`config.mk`:
```
export PLATFORM = sky130hd
export DESIGN_NAME = async_fifo_core
export DESIGN_NICKNAME = d
export VERILOG_FILES = /design/src/rtl/async_fifo_core.sv
export SDC_FILE = /design/constraint.sdc
export NUM_CORES = 1
export LEC_CHECK = 0
export CORE_ASPECT_RATIO = 1.75
export CORE_MARGIN = 2
export CORE_UTILIZATION = 45
export CTS_BUF_LIST = sky130_fd_sc_hd__clkbuf_2
export CTS_CLUSTER_SIZE = 25
export DETAILED_ROUTE_END_ITERATION = 12
export PLACE_DENSITY_LB_ADDON = 0.05
export SLEW_MARGIN = 25
export SYNTH_ARGS = -nofsm -noshare
export SYNTH_HDL_FRONTEND = slang
export SYNTH_SLANG_ARGS = --single-unit
```
`constraint.sdc`:
```
create_clock -name clk -period 3.5 [get_ports clk]
set_clock_uncertainty 0.15 [all_clocks]
set_input_delay 0.7 -clock clk [delete_from_list [all_inputs] [get_ports clk]]
set_output_delay 0.7 -clock clk [all_outputs]
set_load 0.05 [all_outputs]
```
`src/rtl/async_fifo_core.sv`:
```
// rtl/async_fifo_core.sv - single-clock FWFT FIFO, 8 x 16-bit, async active-high reset
module async_fifo_core #(
  parameter int DATA_WIDTH = 16,
  parameter int ADDR_WIDTH = 3
) (
  input  logic                  clk,
  input  logic                  rst,
  input  logic                  wr_en,
  input  logic [DATA_WIDTH-1:0] wr_data,
  input  logic                  rd_en,
  output logic [DATA_WIDTH-1:0] rd_data,
  output logic                  full,
  output logic                  empty
);

  localparam int DEPTH = 1 << ADDR_WIDTH;

  logic [DATA_WIDTH-1:0] mem [DEPTH];
  logic [ADDR_WIDTH:0]   wr_ptr;
  logic [ADDR_WIDTH:0]   rd_ptr;
  logic                  wr_accept;
  logic                  rd_accept;

  // Wrap bit distinguishes full from empty when the addresses coincide.
  assign empty = (wr_ptr == rd_ptr);
  assign full  = (wr_ptr[ADDR_WIDTH] != rd_ptr[ADDR_WIDTH]) &&
                 (wr_ptr[ADDR_WIDTH-1:0] == rd_ptr[ADDR_WIDTH-1:0]);

  assign wr_accept = wr_en && !full;
  assign rd_accept = rd_en && !empty;

  assign rd_data = empty ? '0 : mem[rd_ptr[ADDR_WIDTH-1:0]];

  always_ff @(posedge clk) begin
    if (wr_accept && !rst) begin
      mem[wr_ptr[ADDR_WIDTH-1:0]] <= wr_data;
    end
  end

  always_ff @(posedge clk or posedge rst) begin
    if (rst) begin
      wr_ptr <= '0;
      rd_ptr <= '0;
    end else begin
      if (wr_accept) wr_ptr <= wr_ptr + 1'b1;
      if (rd_accept) rd_ptr <= rd_ptr + 1'b1;
    end
  end

endmodule

```
After elaboration in Yosys (flattened, before gate mapping)
Memory sizes are Yosys's and may differ from the RTL's.
Index checks and enable logic that the tools add are counted.
{"block": "op_classes", "addsub": 2, "mul": 0, "div_mod_pow": 0, "n_lt_le_gt_ge": 0, "n_eq_ne": 3, "shift": 0, "mux": 3, "bitwise_logic": 0, "reduce_logical": 7}
{"op": "2-to-1 mux 16 bit", "n": 1}
{"op": "adder 4 x 1 -> 4 bit, second input constant", "n": 2}
{"op": "== test 4 bit", "n": 1}
{"op": "logical AND 1 bit", "n": 4}
{"op": "== test 3 bit", "n": 1}
{"op": "logical NOT 1 bit", "n": 3}
{"op": "2-to-1 mux 1 bit", "n": 2}
{"op": "inequality test 1 bit", "n": 1}
{"block": "totals", "register_bits": 8, "latchBits": 0, "mem_bits_rw": 128, "rom_bits": 0, "inputBits": 20, "output_inout_bits": 18, "n_memories": 1}
{"name": "mem", "words": 8, "width": 16, "read_ports": 1, "rd_clocked_by_memory_dff": 0, "write_ports": 1, "line": "18", "source": "logic [DATA_WIDTH-1:0] mem [DEPTH];"}

Longest topological paths before layout
Gate-level depths: netlist of the first run.
{"block": "logic_depth", "ltp_word": 7, "mapped_depth": 6, "mapped_depth_nobuf": 4}

Least setup slack after synthesis of the first run
OpenSTA, ideal clock, no wires.
{"block": "synth_path", "kind": "register to register", "start": "register wr_ptr[0]", "end": "memory mem[1][0] (enable)", "setup_time_ns": 0.430, "arrival_ns": 2.886, "path_slack_ns": 0.034, "path_stages_with_launch": 5, "path_buffers": 1, "synth_period_minus_slack_ns": 3.466, "path_cell_list": "dfrtp_1 > buf_2 > xor2_1 > nor4_2 > nor4_1"}
{"block": "synth_via", "elab_chain_cells": 7}
{"element": "from (decl)", "line": "19", "source": "logic [ADDR_WIDTH:0] wr_ptr;"}
{"element": "from (signal assigned)", "line": "45", "source": "if (wr_accept) wr_ptr <= wr_ptr + 1'b1;"}
{"element": "== test 3 bit", "line": "27", "source": "(wr_ptr[ADDR_WIDTH-1:0] == rd_ptr[ADDR_WIDTH-1:0]);"}
{"element": "logical AND 1 bit", "line": "26", "source": "assign full = (wr_ptr[ADDR_WIDTH] != rd_ptr[ADDR_WIDTH]) &&"}
{"element": "net full", "line": "12", "source": "output logic full,"}
{"element": "logical NOT 1 bit", "line": "29", "source": "assign wr_accept = wr_en && !full;"}
{"element": "logical AND 1 bit", "line": "29"}
{"element": "logical AND 1 bit", "line": "35", "source": "if (wr_accept && !rst) begin"}
{"element": "2-to-1 mux 1 bit", "line": "35"}
{"element": "2-to-1 mux 1 bit (not written as such)", "line": "36", "source": "mem[wr_ptr[ADDR_WIDTH-1:0]] <= wr_data;"}
{"element": "to (decl)", "line": "18"}
The timed path passes the listed nets, and every way through them passes these cells.

Worst setup path after layout of the first run
{"block": "layout_path", "start": "register wr_ptr[0]", "end": "output rd_data[2]"}
{"block": "layout_via", "elab_chain_cells": 2}
{"element": "== test 4 bit", "line": "25", "source": "assign empty = (wr_ptr == rd_ptr);"}
{"element": "2-to-1 mux 16 bit", "line": "32", "source": "assign rd_data = empty ? '0 : mem[rd_ptr[ADDR_WIDTH-1:0]];"}
{"element": "to (decl)", "line": "11", "source": "output logic [DATA_WIDTH-1:0] rd_data,"}
Every way passes these cells.

==> results of run 1 <==
registers in the layout (all words and copies together) (netlist names):
signal and cells:
mem 128, rd_ptr 4, wr_ptr 4
worst max-delay path, cell delays in order (launching register included):
cell and delay [ns]:
dfrtp_1 0.56, xnor2_1 0.46, nand4_1 0.14, buf_4 0.24, and3_1 0.20, buf_4 0.19
cell families (layout without fill, tap and decap cells):
| group | after synthesis | count (layout) | synth area share |
|---|---|---|---|
| simple gates | 43 | 43 | 0.0458 |
| xor+xnor | 12 | 12 | 0.0189 |
| compound gates | 40 | 40 | 0.0609 |
| other cells | 0 | 1 | 0 |
| fa+ha+maj | 2 | 2 | 0.00451 |
| flops | 136 | 136 | 0.729 |
| buf+inv | 23 | 90 | 0.0212 |
| mux | 66 | 66 | 0.120 |
placed cells by master, fill, tap and decap left out, drive strengths merged:
cell type and instances:
nor2b 2, ha 2, a22oi 32, nor4 5, and4 1, nand3 1
o41ai 2, bufinv 3, clkdlybuf4s50 19, nor3 3, o221ai 1, or4 1
mux2i 64, nand4 2, nand2 6, xnor2 6, nor2 2, and3 16
nand2b 3, buf 36, clkinvlp 2, xor2 6, clkinv 7, edfxtp 128
diode 1, and2 1, inv 5, o311ai 2, dfrtp 8, a311o 1
clkbuf 18, a41oi 2, mux2 2
cell type report:
cell class	instances	area share
flip-flops and latches	136	0.627
multi-input cells	163	0.221
repair buffers	55	0.0771
well taps	165	0.0320
clock inverters	14	0.0271
clock buffers	18	0.0139
inverters	3	0.00174
diodes	1	0.000387
where the power goes:
part           internal, W  total [W]  switching (W)
Sequential         0.00196    0.00210       0.000146
Combinational     0.000989    0.00280        0.00182
Clock             0.000407   0.000977       0.000570
stage by stage:
| stage | cells | area [um2] | utilization | hold WS, ns |
|---|---|---|---|---|
| global route | 555 | 6460 | 0.538 | 0.293 |
| floorplan | 322 | 5550 | - | 0.374 |
| global placement | 522 | 6190 | 0.516 | 0.474 |
| detailed placement | 522 | 6190 | 0.516 | 0.477 |
| finish | 555 | 6460 | 0.538 | 0.333 |
| CTS | 554 | 6460 | 0.538 | 0.262 |
metal layers:
| layer | up-vias | global-route usage | share of wire |
|---|---|---|---|
| li1 | 1397 | - | - |
| met1 | 1506 | 0.207 | 0.40 |
| met2 | 60 | 0.321 | 0.55 |
| met3 | 13 | 0.0431 | 0.034 |
| met4 | 0 | 0.0692 | 0.015 |
| met5 | - | 0 | 0 |
path summary, 6_finish.rpt:
path | startpoint | to
min in group clk | rd_ptr[2]$_DFFE_PP0P_ | rd_ptr[2]$_DFFE_PP0P_
max in group asynchronous | rst | rd_ptr[0]$_DFFE_PP0P_
worst max register to register | wr_ptr[0]$_DFFE_PP0P_ | mem[1][10]$_DFFE_PP_
worst min register to register | rd_ptr[2]$_DFFE_PP0P_ | rd_ptr[2]$_DFFE_PP0P_
worst min-delay path | rst | rd_ptr[1]$_DFFE_PP0P_
worst max-delay path | wr_ptr[0]$_DFFE_PP0P_ | rd_data[2]
==> impl_metrics.toml, run 1 <==
[status]
status = "finished, final reports clean"

[sta]
period_share = 0.938
setup_violations = 0
timing.fmax_mhz = 305
setup_tns_ns = 0
tightestPinTransition_ns = 0.574
rsz0062_at_grt = "no"
drv_slew = 0
layout_setup_ws_ns = 0.216
final-hold-violation-count = 0
period_needed_ns = 3.28
slew-limit-headroom = 0.614

[global_route]
antenna_found_initial = 1
grt-ovfl-total = 0
grt_max_degree = 62
grt_pass1_vias = 3046
grt_usage = 0.181
grt_pass1_wl_um = 16900

[routing]
postRouteAntennaNets = 0
firstDrtPassIters = 4
via_per_inst = 5.36
num_vias = 2976
remaining_drc_errors = 0
drt_wl_total_um = 11100
drt-initial-drc-count = 79
wire_per_inst_um = 20.0

[cells_and_area]
multi_input_area_mm2 = 0.00143
regArea_mm2 = 0.00405
final.fill_count = 1010
fin_nets = 398
drive_above_1_share = 0.206
area_delta_synth_final_pct = 16.4

[synth]
synth_commonest_cells = "edfxtp_1, mux2i_1, a22oi_1, and3_1, dfrtp_1"
post_synth_num_cell_types = 34
synth.area.top_cells = "edfxtp_1, mux2i_1, a22oi_1"
synth.largest_area_cell = "edfxtp_1"
post-synth-top-count-cell = "edfxtp_1"
synth_ff_type = "edfxtp_1"
yosysSeqAreaShare = 0.729
synth_edf_count = 128
avgSynthCellArea_um2 = 17.2
synth_fp_nets = 344
ys_warn_count = 0
netlist_area_mm2 = 0.00555
syn_inst = 322
synth-seq-cells = 136
synth_top_area_frac = 0.693
async_flop_share = 0.0588

[floorplanning]
core_area_mm2 = 0.0120
rows = 53
die_w_um = 88.0
io_pins = 38
die_y_um = 151
start_util = 0.462
die_area_mm2 = 0.0133

[clock_tree]
cts_inserted_buffers = 17
path_clk_slew_ns = 0.19
clockBufferDepth = 2
insertion_delay_ns = 0.64
htree_levels = 4
post_cts_buffers = 0
postCtsHoldBufs = 0
numClockSinks = 136
cts_root_buf = "clkbuf_2"
cts_tree = "yes"
cts_resized = 0

[placement]
gp_congestion = 0.776
place_ws_ns = 0.762
dp_hpwl_um = 6750
io_buffers = 37

[critical_path]
arrival_ns = 2.43
required_ns = 2.65
reg2reg_setup_slack_ns = 1.05
crit_fanout = 17
reg2reg_depth = 5
start_kind = "flop"
critPathCaptureType = "output port"
path_class = "flop to output port"

[pwr]
power.density_mw_per_mm2 = 911
max-vdd-ir-drop_uv = 641
power.leakage_nw = 2.32
total_power_w = 0.00589

[run]
maxCapViolCount = 0

[min_path]
min_path_type = "input pin to asynchronous set/reset pin"
Note: power is estimated with default switching activity, not from simulation.
==> inputs of run 2 (changes only) <==
--- a/config.mk
+++ b/config.mk
@@ -5,12 +5,14 @@
 export SDC_FILE = /design/constraint.sdc
 export NUM_CORES = 1
 export LEC_CHECK = 0
+export CAP_MARGIN = 20
 export CORE_ASPECT_RATIO = 1.75
 export CORE_MARGIN = 2
 export CORE_UTILIZATION = 45
 export CTS_BUF_LIST = sky130_fd_sc_hd__clkbuf_2
 export CTS_CLUSTER_SIZE = 25
 export DETAILED_ROUTE_END_ITERATION = 12
+export MAX_ROUTING_LAYER = met4
 export PLACE_DENSITY_LB_ADDON = 0.05
 export SLEW_MARGIN = 25
 export SYNTH_ARGS = -nofsm -noshare
==> impl_metrics.toml, run 2 (synthesis results as in run 1) <==
[status]
status = "finished, final reports clean"

[global_route]
grt_pass1_wl_um = 16900
antenna_found_initial = 1
grt_pass1_vias = 3042
grt-ovfl-total = 0
grt_usage = 0.186
grt_max_degree = 62

[critical_path]
required_ns = 2.65
arrival_ns = 2.42
crit_fanout = 17
start_kind = "flop"
critPathCaptureType = "output port"
path_class = "flop to output port"

[placement]
place_area_mm2 = 0.00619
dp_hpwl_um = 6750
gp_congestion = 0.787
io_buffers = 37

[pwr]
power.density_mw_per_mm2 = 910
power.leakage_nw = 2.32
max-vdd-ir-drop_uv = 640

[floorplanning]
start_util = 0.462
core_area_mm2 = 0.0120
die_w_um = 88.0
rows = 53
die_area_mm2 = 0.0133
io_pins = 38
die_y_um = 151

[routing]
drt-met1-wl_um = 4540
postRouteAntennaNets = 0
wire_per_inst_um = 20.0
via_per_inst = 5.33
num_vias = 2958
drt_wl_total_um = 11100
wl_met3_um = 345
firstDrtPassIters = 4
dr.max_layer_used = "met4"
route.met2.wl_um = 6150
remaining_drc_errors = 0
drt-initial-drc-count = 103

[sta]
slew-limit-headroom = 0.614
tightestPinTransition_ns = 0.574
final-hold-violation-count = 0
rsz0062_at_grt = "no"
drv_slew = 0
period_share = 0.934
timing.fmax_mhz = 306
setup_violations = 0
setup_tns_ns = 0
period_needed_ns = 3.27

[clock_tree]
numClockSinks = 136
cts_tree = "yes"
cts_inserted_buffers = 17
post_cts_buffers = 0
cts_resized = 0
cts_root_buf = "clkbuf_2"
insertion_delay_ns = 0.62
postCtsHoldBufs = 0
clockBufferDepth = 2
htree_levels = 4
path_clk_slew_ns = 0.19

[cells_and_area]
largest_reg_flops = 128
drive_above_1_share = 0.206
regArea_mm2 = 0.00405
final_cell_mix = "edfxtp_1, mux2i_1, buf_4"
final_common_cell = "edfxtp_1"
final.fill_count = 1010
area_delta_synth_final_pct = 16.4
final_area_mm2 = 0.00646
fin_nets = 398
multi_input_area_mm2 = 0.00143

[min_path]
min_path_type = "input pin to asynchronous set/reset pin"

[run]
maxCapViolCount = 0
-- run 2: cell counts in the layout (fill, tap and decap cells not counted) --
Identical to the previous run, type by type.
-- run 2: report_power, final --
group / switching [W] / internal [W]
Combinational: 0.00181 / 0.000989
Clock: 0.000565 / 0.000407
Sequential: 0.000147 / 0.00196
Total: 0.00253 / 0.00335
-- run 2: worst paths after layout --
| check | startpoint | end | slack (ns) | cells past startpoint |
|---|---|---|---|---|
| worst max-delay path | wr_ptr[0]$_DFFE_PP0P_ | rd_data[2] | 0.23 | 5 |
| worst min-delay path | rst | rd_ptr[1]$_DFFE_PP0P_ | 0.36 | 2 |
| worst max register to register | wr_ptr[0]$_DFFE_PP0P_ | mem[1][10]$_DFFE_PP_ | 1.05 | 5 |
| worst min register to register | rd_ptr[2]$_DFFE_PP0P_ | rd_ptr[2]$_DFFE_PP0P_ | 0.50 | 1 |
| max in group asynchronous | rst | rd_ptr[0]$_DFFE_PP0P_ | 2.56 | 2 |
| min in group clk | rd_ptr[2]$_DFFE_PP0P_ | rd_ptr[2]$_DFFE_PP0P_ | 0.50 | 1 |
-- run 2: layout make-up --
cell class | instances | area share
inverter | 3 | 0.00174
multi-input combinational | 163 | 0.221
clock inverter | 14 | 0.0271
sequential | 136 | 0.627
antenna | 1 | 0.000387
tap | 165 | 0.0320
clock buffer | 18 | 0.0139
timing repair buffer | 55 | 0.0771
-- run 2: per-layer routing --
layer,vias up,GRT usage
li1,1399,-
met1,1494,0.208
met2,57,0.321
met3,8,0.0441
met4,0,0.0646
met5,-,-
-- run 2: critical path, stage by stage, from the launching register on --
cell	delay [ns]
dfrtp_1	0.56
xnor2_1	0.46
nand4_1	0.14
buf_4	0.24
and3_1	0.20
buf_4	0.19
-- run 2: through the flow --
stage                     power, W  setup WS (ns)  utilization  instances  hold WS, ns
final                      0.00588          0.231        0.538        555        0.365
after CTS                  0.00597          0.114        0.538        554        0.262
after global placement     0.00497          0.779        0.516        522        0.474
after floorplan            0.00415         0.0337            -        322        0.374
after global routing       0.00618         0.0398        0.538        555        0.296
after detailed placement   0.00499          0.762        0.516        522        0.477
==> inputs of run 3 (changes only) <==
--- a/config.mk
+++ b/config.mk
@@ -14,7 +14,7 @@
 export DETAILED_ROUTE_END_ITERATION = 12
 export MAX_ROUTING_LAYER = met4
 export PLACE_DENSITY_LB_ADDON = 0.05
-export SLEW_MARGIN = 25
+export SLEW_MARGIN = 10
 export SYNTH_ARGS = -nofsm -noshare
 export SYNTH_HDL_FRONTEND = slang
 export SYNTH_SLANG_ARGS = --single-unit
==> results of run 3 <==
Final layout, timing and power as in run 2 (identical DEF).
